$ cat config.mk
export PLATFORM = sky130hd
export DESIGN_NAME = multdiv_ctrl
export DESIGN_NICKNAME = d
export VERILOG_FILES = /design/src/rtl/multdiv_pkg.sv /design/src/rtl/multdiv_addsub.sv /design/src/rtl/multdiv_ctrl.sv
export SDC_FILE = /design/constraint.sdc
export NUM_CORES = 1
export LEC_CHECK = 0
export ABC_CLOCK_PERIOD_IN_PS = 7600
export BUFFER_PORTS_ARGS = -buffer_cell sky130_fd_sc_hd__buf_2
export CAP_MARGIN = 0
export CORE_ASPECT_RATIO = 1.75
export CORE_UTILIZATION = 28
export DETAILED_ROUTE_END_ITERATION = 8
export PLACE_DENSITY_LB_ADDON = 0.25
export SLEW_MARGIN = 20
export SYNTH_ARGS = -nofsm -noshare
export SYNTH_HDL_FRONTEND = slang
export SYNTH_HIERARCHICAL = 1
export SYNTH_SLANG_ARGS = --single-unit
$ cat constraint.sdc
create_clock -name clock -period 7.6 [get_ports clock]
set_clock_uncertainty 0.15 [all_clocks]
set_input_delay 1.52 -clock clock [delete_from_list [all_inputs] [get_ports clock]]
set_output_delay 1.52 -clock clock [all_outputs]
set_load 0.005 [all_outputs]
$ cat src/rtl/multdiv_pkg.sv
// rtl/multdiv_pkg.sv - shared state encoding, default width and counter sizing for multdiv_ctrl
package multdiv_pkg;

    typedef enum logic [1:0] {
        ST_IDLE = 2'd0,
        ST_MUL  = 2'd1,
        ST_DIV  = 2'd2,
        ST_DONE = 2'd3
    } state_t;

    localparam int DEF_WIDTH = 32;
    localparam int DEF_CNT_W = $clog2(DEF_WIDTH) + 1;

    function automatic int cnt_width(input int width);
        return $clog2(width) + 1;
    endfunction

endpackage

$ cat src/rtl/multdiv_addsub.sv
// rtl/multdiv_addsub.sv - (WIDTH+1)-bit adder/subtractor shared by the multiply and divide steps
module multdiv_addsub #(
    parameter int WIDTH = 32
) (
    input  logic [WIDTH:0] i_a,
    input  logic [WIDTH:0] i_b,
    input  logic           i_sub,
    output logic [WIDTH:0] o_sum
);

    assign o_sum = i_sub ? (i_a - i_b) : (i_a + i_b);

endmodule

$ cat src/rtl/multdiv_ctrl.sv
// rtl/multdiv_ctrl.sv - iterative signed multiply (radix-2 Booth) / restoring divide, one step per cycle
module multdiv_ctrl
    import multdiv_pkg::*;
#(
    parameter int WIDTH = DEF_WIDTH
) (
    input  logic             clock,
    input  logic             reset,
    input  logic             ctrl_MULT,
    input  logic             ctrl_DIV,
    input  logic [WIDTH-1:0] data_operandA,
    input  logic [WIDTH-1:0] data_operandB,
    output logic [WIDTH-1:0] data_result,
    output logic             data_exception,
    output logic             data_resultRDY,
    output logic             stall
);

    localparam int CW = cnt_width(WIDTH);
    localparam logic [WIDTH-1:0] MOST_NEG = {1'b1, {(WIDTH-1){1'b0}}};

    state_t            r_state, w_state_nxt;
    logic [CW-1:0]     r_cnt;
    logic [WIDTH:0]    r_acc;      // MUL: high half of product, DIV: partial remainder
    logic [WIDTH-1:0]  r_lo;       // MUL: multiplier/low product, DIV: dividend/quotient
    logic              r_q1;
    logic [WIDTH-1:0]  r_opa;      // MUL: multiplicand, DIV: divisor magnitude
    logic              r_neg;
    logic              r_dz;
    logic              r_ovf;
    logic [WIDTH-1:0]  r_result;
    logic              r_exc;
    logic              r_rdy;
    logic              r_stall;

    logic              w_start;
    logic              w_last;
    logic [WIDTH:0]    w_as_a, w_as_b, w_sum;
    logic              w_as_sub;
    logic [WIDTH:0]    w_mul_sum, w_acc_mul_nxt, w_div_shift, w_acc_div_nxt;
    logic [WIDTH-1:0]  w_lo_mul_nxt, w_lo_div_nxt, w_quot;
    logic              w_div_ok;
    logic [WIDTH-1:0]  w_abs_a, w_abs_b;
    logic [WIDTH-1:0]  w_result_nxt;
    logic              w_exc_nxt, w_rdy_nxt, w_stall_nxt;

    assign w_start = ctrl_MULT | ctrl_DIV;
    assign w_last  = (r_cnt == CW'(WIDTH - 1));
    assign w_abs_a = data_operandA[WIDTH-1] ? (~data_operandA + 1'b1) : data_operandA;
    assign w_abs_b = data_operandB[WIDTH-1] ? (~data_operandB + 1'b1) : data_operandB;

    always_comb begin
        w_as_a   = r_acc;
        w_as_b   = {r_opa[WIDTH-1], r_opa};
        w_as_sub = r_lo[0] & ~r_q1;
        if (r_state == ST_DIV) begin
            w_as_a   = w_div_shift;
            w_as_b   = {1'b0, r_opa};
            w_as_sub = 1'b1;
        end
    end

    multdiv_addsub #(.WIDTH(WIDTH)) u_addsub (
        .i_a   (w_as_a),
        .i_b   (w_as_b),
        .i_sub (w_as_sub),
        .o_sum (w_sum)
    );

    // Booth step: add/subtract on a 01/10 bit pair, then arithmetic shift right of {acc, lo}
    assign w_mul_sum     = (r_lo[0] ^ r_q1) ? w_sum : r_acc;
    assign w_acc_mul_nxt = {w_mul_sum[WIDTH], w_mul_sum[WIDTH:1]};
    assign w_lo_mul_nxt  = {w_mul_sum[0], r_lo[WIDTH-1:1]};

    assign w_div_shift   = {r_acc[WIDTH-1:0], r_lo[WIDTH-1]};
    assign w_div_ok      = ~w_sum[WIDTH];
    assign w_acc_div_nxt = w_div_ok ? w_sum : w_div_shift;
    assign w_lo_div_nxt  = {r_lo[WIDTH-2:0], w_div_ok};
    assign w_quot        = r_neg ? (~w_lo_div_nxt + 1'b1) : w_lo_div_nxt;

    always_ff @(posedge clock or negedge reset) begin
        if (!reset) r_state <= ST_IDLE;
        else        r_state <= w_state_nxt;
    end

    always_comb begin
        w_state_nxt = r_state;
        if (w_start) begin
            w_state_nxt = ctrl_MULT ? ST_MUL : ST_DIV;
        end else begin
            case (r_state)
                ST_IDLE: w_state_nxt = ST_IDLE;
                ST_MUL:  if (w_last) w_state_nxt = ST_DONE;
                ST_DIV:  if (r_dz || w_last) w_state_nxt = ST_DONE;
                ST_DONE: w_state_nxt = ST_IDLE;
                default: w_state_nxt = ST_IDLE;
            endcase
        end
    end

    // Next values of the registered outputs; divide-by-zero answers on the start edge itself
    always_comb begin
        w_result_nxt = r_result;
        w_exc_nxt    = r_exc;
        w_rdy_nxt    = 1'b0;
        w_stall_nxt  = r_stall;
        if (w_start) begin
            if (!ctrl_MULT && (data_operandB == '0)) begin
                w_result_nxt = '0;
                w_exc_nxt    = 1'b1;
                w_rdy_nxt    = 1'b1;
                w_stall_nxt  = 1'b0;
            end else begin
                w_stall_nxt  = 1'b1;
            end
        end else begin
            case (r_state)
                ST_MUL: if (w_last) begin
                    w_result_nxt = w_lo_mul_nxt;
                    w_exc_nxt    = (w_acc_mul_nxt[WIDTH-1:0] != {WIDTH{w_lo_mul_nxt[WIDTH-1]}});
                    w_rdy_nxt    = 1'b1;
                    w_stall_nxt  = 1'b0;
                end
                ST_DIV: if (!r_dz && w_last) begin
                    w_result_nxt = w_quot;
                    w_exc_nxt    = r_ovf;
                    w_rdy_nxt    = 1'b1;
                    w_stall_nxt  = 1'b0;
                end
                default: w_stall_nxt = 1'b0;
            endcase
        end
    end

    always_ff @(posedge clock or negedge reset) begin
        if (!reset) begin
            r_cnt    <= '0;
            r_acc    <= '0;
            r_lo     <= '0;
            r_q1     <= 1'b0;
            r_opa    <= '0;
            r_neg    <= 1'b0;
            r_dz     <= 1'b0;
            r_ovf    <= 1'b0;
            r_result <= '0;
            r_exc    <= 1'b0;
            r_rdy    <= 1'b0;
            r_stall  <= 1'b0;
        end else begin
            r_result <= w_result_nxt;
            r_exc    <= w_exc_nxt;
            r_rdy    <= w_rdy_nxt;
            r_stall  <= w_stall_nxt;
            if (w_start) begin
                r_cnt <= '0;
                r_acc <= '0;
                r_q1  <= 1'b0;
                if (ctrl_MULT) begin
                    r_lo  <= data_operandB;
                    r_opa <= data_operandA;
                    r_neg <= 1'b0;
                    r_dz  <= 1'b0;
                    r_ovf <= 1'b0;
                end else begin
                    r_lo  <= w_abs_a;
                    r_opa <= w_abs_b;
                    r_neg <= data_operandA[WIDTH-1] ^ data_operandB[WIDTH-1];
                    r_dz  <= (data_operandB == '0);
                    r_ovf <= (data_operandA == MOST_NEG) && (data_operandB == '1);
                end
            end else if (r_state == ST_MUL) begin
                r_acc <= w_acc_mul_nxt;
                r_lo  <= w_lo_mul_nxt;
                r_q1  <= r_lo[0];
                r_cnt <= r_cnt + 1'b1;
            end else if ((r_state == ST_DIV) && !r_dz) begin
                r_acc <= w_acc_div_nxt;
                r_lo  <= w_lo_div_nxt;
                r_cnt <= r_cnt + 1'b1;
            end
        end
    end

    assign data_result    = r_result;
    assign data_exception = r_exc;
    assign data_resultRDY = r_rdy;
    assign stall          = r_stall;

endmodule
==> results.txt, run 1 <==
Wires add up to 51.2 mm. The setup TNS came out at 0 ns. The footprint of the multi-input gates is 9200 µm². The post-detailed-placement half-perimeter wirelength is 38.3 mm. The final weighted congestion of routability-driven global placement came out at 0.914.

In this run the top signal layer used is met4. The post-placement cell area is 14400 µm². The routed length per placed instance came out at 22.3 µm.

The most frequent standard cell in the layout excluding fill and tap cells is nor2_1. The floorplan die area came out at 48900 µm². The max-cap check violation count came out at 0. Of the total power, the share spent switching nets is 43.3%. The Yosys warning count is 6. The count of flip-flops with a built-in enable after synthesis is 0. The number of global-route vias before repair came out at 13300. The post-route minimum period is 6.25 ns. The synthesized netlist net count came out at 1789. The slack of the critical path is 1.35 ns.

The arrival time of the worst setup path came out at 6.43 ns. The unique cell type count in the Yosys netlist came out at 89. The combinational cell fraction of total power is 46.2%.

The maximum number of pins on one net before global-route repair came out at 86. Once detail routing completed, the nets flagged for antenna violations numbered 0. The synthesized area per cell is 8.01 µm². Traced cell by cell, the critical path runs through inv_1 > ha_2 > or2_2 > mux2i_1 > fa_1 > a21o_1 > a311oi_1 > nor3_1 > a21oi_2 > a21oi_2 > a21o_1 > a211oi_1 > nor2_1 > or4_1 > or4_1 > a2111oi_0 > a31oi_1 > nor4_1 > o31ai_1. The floorplan step set the die width to 168 µm. The fraction of final layout cells sized beyond drive strength 1 is 15.2%.

Fill cells in the final layout number 4972. The count of final hold-check violations was 0. The first-pass iteration count of the detailed router came out at 7. The type of element launching the critical path is a flip-flop. In the synthesized netlist the dominant register cell turns out to be dfrtp_1. After clock tree synthesis, the clock-pin slew on the worst setup and hold paths is 0.07 ns.

At the pin with the least slew margin, the transition time is 0.886 ns. The repair_antennas step left the layout with diodes totalling 0. The worst path required time is 7.78 ns. The largest vdd supply drop came out at 0.000182 V. The portion of synthesized cell area occupied by the leading cell type is 26.8%. The type of the worst setup path is reg -> reg. The sum of overflow across all layers after global routing came out at 0. Gates resized during post-CTS repair numbered 0. Once the floorplan was initialized, standard cells occupied 28.5% of the core.

The min-delay analysis places its worst path in the category reg -> reg. The sequential share of the synthesized area is 26.8%. The slowest stage of the critical path is the or2_2 cell.

After detailed routing, the met3 layer carries 1.80 mm of wire. Using the TritonRoute via totals, the vias-per-cell ratio works out to 5.77. The ratio of final minimum period to clock period came out at 82.2%. Leaving out fill and tap cells, the most frequent cells in the layout are nor2_1, dfrtp_1, a21oi_1. The final routed DRC violation total came out at 0. From synthesis to final layout, the design area changed by 11.3%.

The number of pins exceeding their max-slew limit in the final report is 0. The power density over the cells came out at 229 nW/µm². The number of top-level pins came out at 103. The buffer depth of the longest clock path came out at 2. The number of instances in the placed design is 2261. The count of port buffers added during placement came out at 102. Counting the buffers created by CTS gives 17. Static timing analysis puts the maximum clock frequency at 0.160 GHz. The area of the placeable core came out at 47200 µm².

The routed length on met2 came out at 26.4 mm. The final instance area is 15000 µm². Counting every sink on the clock net gives 144. In this run, flip-flops and latches consume 28.2% of the power. The post-CTS setup repair buffer count came out at 0. The detailed router finished its first iteration with 849 violations.

Ranked by total cell area, the synthesized netlist is headed by dfrtp_1, a21oi_1, mux2i_1. The CTS tree is yes. In the final layout, flip-flops and latches occupy 3600 µm². The register-to-register setup slack came out at 1.35 ns.

The largest fanout of any net on the critical path came out at 32. The total of flip-flops plus latches after synthesis came out at 144. The clock tree synthesis step divided the H-tree into 4 levels.

The clock latency of the later-clocked register in the worst-skew pair is 0.47 ns. Setup repair after global routing left no endpoint under its margin. The number of failing setup endpoints in the final timing report is 0. The number of nets at the end of the flow is 1802. The synthesized design spends more area on one cell type than any other, namely dfrtp_1. Hold repair after CTS inserted 0 buffers.

The vias after detailed routing came out at 13200. The kind of cell with the highest combined delay along the critical path is simple AND/OR/NAND/NOR gates. The synthesized instance count is 1679. After synthesis the cells add up to 13400 µm². Cell internal power was estimated by the tool at 1.95 mW. The flow ran to the end, and the final reports show no timing, DRC or antenna violations. For this design the static power due to leakage is 6.17 nW. The number of buffers and inverters on the critical path is 1.

The relative slew slack is 39.2%. The relative contribution of the clock network to total power came out at 25.7%. The delay of the slowest cell on the worst path is 0.60 ns.

At the placement stage, the worst setup path has a slack of 1.33 ns. The proportion of synthesized flip-flops having asynchronous set or reset is 100%. The worst-case hold slack came out at 0.328 ns.

The global-route wire length before repair came out at 79.4 mm. The chip height came out at 292 µm. The cell chosen for the clock root is clkbuf_16. After the flow finishes, the layout carries non-filler instances totaling 2293. Global routing used 21.2% of the available tracks. In this run the core area contains 105 standard-cell rows. The power spent charging and discharging nets came out at 1.49 mW. STA classifies the critical path endpoint as a flip-flop. The initial antenna violation count came out at 1.

The length of routed wiring on met1 is 18.4 mm.
[worst reg2reg max path: stages (launching register included)]
cell,delay (ns)
dfrtp_1,0.42
inv_1,0.08
ha_2,0.50
or2_2,0.61
mux2i_1,0.24
fa_1,0.47
a21o_1,0.21
a311oi_1,0.41
nor3_1,0.16
a21oi_2,0.30
a21oi_2,0.16
a21o_1,0.20
a211oi_1,0.21
nor2_1,0.11
or4_1,0.49
or4_1,0.40
a2111oi_0,0.41
a31oi_1,0.08
nor4_1,0.37
o31ai_1,0.13
[power groups by stage]
stage	clock network, mW	registers (mW)	logic [mW]
after floorplan	0	0.904	1.20
after global placement	0	0.977	1.56
after detailed placement	0	0.978	1.58
after CTS	0.908	0.964	1.58
after global routing	0.928	0.974	1.76
final	0.881	0.967	1.58
[cells by family (layout without fill, tap and decap cells)]
kind of cell / count (synthesis) / after routing / share of synthesized area [%]
AOI/OAI and AO/OA: 546 / 546 / 26.8
adders and majority gates: 42 / 42 / 3.96
DFF: 144 / 144 / 26.8
and+or+nand+nor: 534 / 534 / 20.1
xor gates and xnor gates: 138 / 138 / 9.04
muxes: 105 / 105 / 8.18
buffers and inverters: 170 / 196 / 5.07
[path summary, 6_finish.rpt]
path	startpoint	endpoint	cells past startpoint
max	r_state[0]$_DFFE_PN0P_	data_exception$_DFFE_PN0P_	19
min	data_result[1]$_DFFE_PN0P_	data_result[1]$_DFFE_PN0P_	2
max reg2reg	r_state[0]$_DFFE_PN0P_	data_exception$_DFFE_PN0P_	19
min reg2reg	data_result[1]$_DFFE_PN0P_	data_result[1]$_DFFE_PN0P_	2
max in group asynchronous	reset	r_opa[29]$_DFFE_PN0N_	2
min in group asynchronous	reset	r_cnt[3]$_DFFE_PN0P_	1
[stage by stage]
step	utilization (%)	power, mW
floorplan	-	2.10
global placement	30.5	2.54
detailed placement	30.5	2.56
CTS	31.8	3.46
global route	31.8	3.66
finish	31.8	3.43
[layer usage]
metal / GRT usage [%] / up-vias
li1: - / 6222
met1: 21.5 / 6460
met2: 38.2 / 396
met3: 2.39 / 144
met4: 18.8 / 0
met5: 0 / -
[final cells by class]
type                       instances  share of cell area (%)
sequential                       144                    24.1
timing repair buffer             130                    4.87
multi-input combinational       1365                    61.4
clock buffer                      20                    2.98
tap                              588                    4.91
clock inverter                    12                   0.894
inverter                          34                   0.852
[registers in the layout, indices dropped and copies added (netlist names)]
| signal | flops |
|---|---|
| data_result | 32 |
| r_state | 2 |
| r_cnt | 6 |
| r_dz | 1 |
| data_exception | 1 |
| r_q1 | 1 |
| r_ovf | 1 |
| stall | 1 |
| r_neg | 1 |
| r_opa | 32 |
| data_resultRDY | 1 |
| r_acc | 33 |
| r_lo | 32 |
[cells in the mapped netlist (all sizes together) (11+ instances only)]
cell    number
nor2       170
or3         20
and2        12
nor3        30
o221ai      13
or2         17
o31ai       22
o21ai      113
dfrtp      144
and3        11
a211oi      87
nor4        24
o41ai       23
a21o        32
or4         14
nand2b      13
a21oi      142
xor2        66
nand3       37
buf         31
nand4       20
a31oi       13
mux2i       66
clkbuf     105
inv         34
ha          41
nand2      104
xnor2       72
a22oi       16
nor2b       46
mux2        39
No activity file was read; power rests on OpenSTA's default activity.
==> run 2: changes to the inputs <==
--- a/config.mk
+++ b/config.mk
@@ -5,7 +5,8 @@
 export SDC_FILE = /design/constraint.sdc
 export NUM_CORES = 1
 export LEC_CHECK = 0
-export ABC_CLOCK_PERIOD_IN_PS = 7600
+export ABC_AREA = 1
+export ABC_CLOCK_PERIOD_IN_PS = 5500
 export BUFFER_PORTS_ARGS = -buffer_cell sky130_fd_sc_hd__buf_2
 export CAP_MARGIN = 0
 export CORE_ASPECT_RATIO = 1.75
==> constraint.sdc (replaced) <==
create_clock -name clock -period 5.5 [get_ports clock]
set_clock_uncertainty 0.15 [all_clocks]
set_input_delay 1.1 -clock clock [delete_from_list [all_inputs] [get_ports clock]]
set_output_delay 1.1 -clock clock [all_outputs]
set_load 0.005 [all_outputs]
==> run 2 against run 1 <==
  * Area after synthesis increased by 9.6%
  * Global-route usage increased by 3.0 points
  * Synthesized cell count increased by 51%
  * Final cell count increased by 42%
  * Sequential power increased by 51%
  * Routed wire length increased by 27%
  * Clock power increased by 37%
  * Critical endpoint is now data_result[20]$_DFFE_PN0P_
  * Largest cell class unchanged
  * Largest power group unchanged
  * Highest routed layer unchanged
==> results.txt, run 2 <==
Counting buffers and inverters, the worst setup path is 30 cells deep. Hold repair after CTS inserted 0 buffers. The number of placement rows is 110.

On the worst path, the slowest cell contributes a delay of 0.53 ns. Summed over all instances, the cell type with the most area after synthesis is dfrtp_1. The worst setup path is captured at a flip-flop. For the worst-skew pair, the clock arrives at the later sink with an insertion delay of 0.45 ns. The measured slew at the worst slew-check pin is 1.07 ns.

The post-detailed-placement half-perimeter wirelength is 50.9 mm. The number of failing setup endpoints in the final timing report is 0. The setup TNS is 0 ns. The TritonCTS sink count is 144.

Counting every instance in the synthesized netlist gives 2529. Of all nets on the critical path, the largest fanout is 68. Ranked by flip-flop count, first place goes to r_acc. After synthesis, the mean cell area works out to 5.83 µm². The sum of overflow across all layers after global routing came out at 0. For this run, the total global-route usage over all layers was measured as 24.2%. After detailed routing, the average wire length per cell comes to 19.9 µm. The tightest min-delay check is of the reg -> reg type. The clock-pin slew on the worst setup and hold paths came out at 0.07 ns. Measured in cells, the most critical reg-to-reg path has a length of 30. The first detailed-routing pass took 6 iterations. The sequential share of the synthesized area is 24.4%. The count of final hold-check violations is 0.

The library cell used most frequently in the layout, excluding fill and tap cells, is nand2_1. The number of pins exceeding their max-slew limit in the final report is 0. The register-to-register setup slack came out at 0.45 ns.

The number of nets at the end of the flow is 2681. The first global-routing pass estimated 98.0 mm of wire. The portion of synthesized cell area occupied by the leading cell type came out at 24.4%. The standby leakage power is 8.17 nW. The number of top-level pins came out at 103.

The final core utilization came out at 31.7%. The number of H-tree levels came out at 4. Among all cell types in the netlist, the one instantiated most often is nand2_1. The overall power after layout is 5.53 mW. The post-route minimum period is 5.05 ns. The count of flip-flops with a built-in enable after synthesis is 0. The tree is rooted in a clkbuf_16. The number of buffers created by CTS came out at 17. The origin of the critical flop-to-flop path is r_state[0]$_DFFE_PN0P_. By startpoint and endpoint, the worst setup path is classified as reg -> reg. The unique cell type count in the Yosys netlist came out at 53. The number of stages on the worst hold path is 2.

The endpoint identified for the worst register-to-register timing path is data_result[20]$_DFFE_PN0P_. The floorplan die area is 53600 µm². In the synthesized netlist the dominant register cell turns out to be dfrtp_1.

The cell repeated most along the worst path is nand2_1. Setup repair after global routing left no endpoint under its margin. The largest vdd supply drop came out at 0.000184 V.

In the finished design, the share of the clock period the worst path needs comes to 91.8%. At the worst endpoint, the required time is 5.69 ns. Counting flops with an async set or reset pin after synthesis yields a share of 100%. The final routed DRC violation total came out at 0.

The buffer depth of the longest clock path is 2. In this run the tool buffered the top-level ports with 102 buffer cells. The slowest cell on the critical path is buf_4. The startpoint identified for the worst hold timing path is data_result[26]$_DFFE_PN0P_. After synthesis, the most frequently instantiated cells are nand2_1, inv_1, nor2_1. Grouping stages by cell kind, the critical path spends the most delay in simple AND/OR/NAND/NOR gates. At the worst endpoint, the arrival time is 5.24 ns.

The CTS tree is yes. In the routed layout, each cell is associated on average with a via count of 5.26. The synthesized netlist occupies a cell area of 14700 µm². The final weighted congestion of routability-driven global placement is 0.980. STA classifies the critical path startpoint as a flip-flop. Summed over all layers, the routed wires come to 64.9 mm. The number of global-route vias before repair was 16900. The fraction of final layout cells sized beyond drive strength 1 is 8.06%. The initial antenna violation count is 1. The floorplan die width came out at 175 µm.

The combined buffer and inverter count along the critical path came out at 5. The flow ran to the end, and the final reports show no timing, DRC or antenna violations. The count of nets left with antenna violations once routing finished came out at 0. In this run the power density over the cells is 337 nW/µm². The number of filler instances in the final layout came out at 5958. The chip height came out at 306 µm.

The Yosys warning count came out at 6. The number of design-rule violations left by the first detailed-router iteration came out at 1218. In the layout the commonest cells are nand2_1, inv_1, nor2_1.

The post-CTS resize count is 0. The synthesized netlist net count came out at 2639. The relative slew slack came out at 28.4%. The post-CTS setup repair buffer count is 0.

The highest clock frequency the design can meet is 0.198 GHz. The effective utilization at floorplan is 28.5%. The max-cap check violation count came out at 0. The area growth from synthesis to final layout came out at 11.3%.

In this run the standard cell core region covers 51700 µm². Entering global routing, the biggest net connects 88 pins. The flip-flop count of the largest register, all copies and words added is 33. The path with the worst hold slack has its endpoint at data_result[26]$_DFFE_PN0P_. The vias after detailed routing is 17100. In the post-synthesis netlist, the biggest area contributors are dfrtp_1, nand2_1, inv_1. Counting flops and latches in the post-synthesis netlist gives 144.
## run 2: layer usage
layer,part of all wire [%],global-route usage [%]
met2,54,46.4
met1,34,23.4
met5,0,0
met3,3.8,2.39
met4,8.1,18.4
## run 2: report_power, final
group / internal [mW] / switching (mW)
sequential: 1.24 / 0.219
clock: 0.681 / 0.527
combinational: 0.854 / 2.01
## run 2: layout make-up
cell class	instances	area, µm²	area share, %
Timing Repair Buffer	127	704	4.30
Tap cell	672	841	5.13
Inverter	312	1170	7.14
Clock buffer	19	443	2.70
Multi-Input combinational cell	1969	9500	57.9
Sequential cell	144	3600	22.0
Clock inverter	11	134	0.816
Antenna cell	1	2.50	0.0153
## run 2: tightest hold or removal path: stages, from the launching register on
cell and delay, ns:
dfrtp_1 0.34, nand2_1 0.05, nand2_1 0.06
## run 2: kinds of logic after synthesis
| kind of cell | share of synthesized area (%) |
|---|---|
| AO/OA/AOI/OAI | 19.6 |
| flip-flops | 24.4 |
| AND/OR/NAND/NOR | 37.9 |
| adder cells (fa/ha/maj) | 3.62 |
| XOR/XNOR | 3.27 |
| buffers and inverters | 11.2 |
## run 2: per-stage QoR
step	setup slack, ns	cell area (µm²)	cells	hold slack (ns)
2_1_floorplan	1.20	14700	2529	0.304
3_3_place_gp	0.477	15800	3224	0.309
3_5_place_dp	0.499	15800	3224	0.309
4_1_cts	0.482	16400	3254	0.333
5_1_grt	0.0431	16400	3254	0.358
6_report	0.451	16400	3255	0.328
## run 2: how the worst max path moves through the flow
stage / startpoint / endpoint
5_1_grt: r_state[0]$_DFFE_PN0P_ / data_result[20]$_DFFE_PN0P_
6_report: r_state[0]$_DFFE_PN0P_ / data_result[20]$_DFFE_PN0P_
3_5_place_dp: r_state[0]$_DFFE_PN0P_ / data_result[26]$_DFFE_PN0P_
2_1_floorplan: r_state[0]$_DFFE_PN0P_ / data_result[26]$_DFFE_PN0P_
3_3_place_gp: r_state[0]$_DFFE_PN0P_ / data_result[26]$_DFFE_PN0P_
4_1_cts: r_state[0]$_DFFE_PN0P_ / data_result[20]$_DFFE_PN0P_
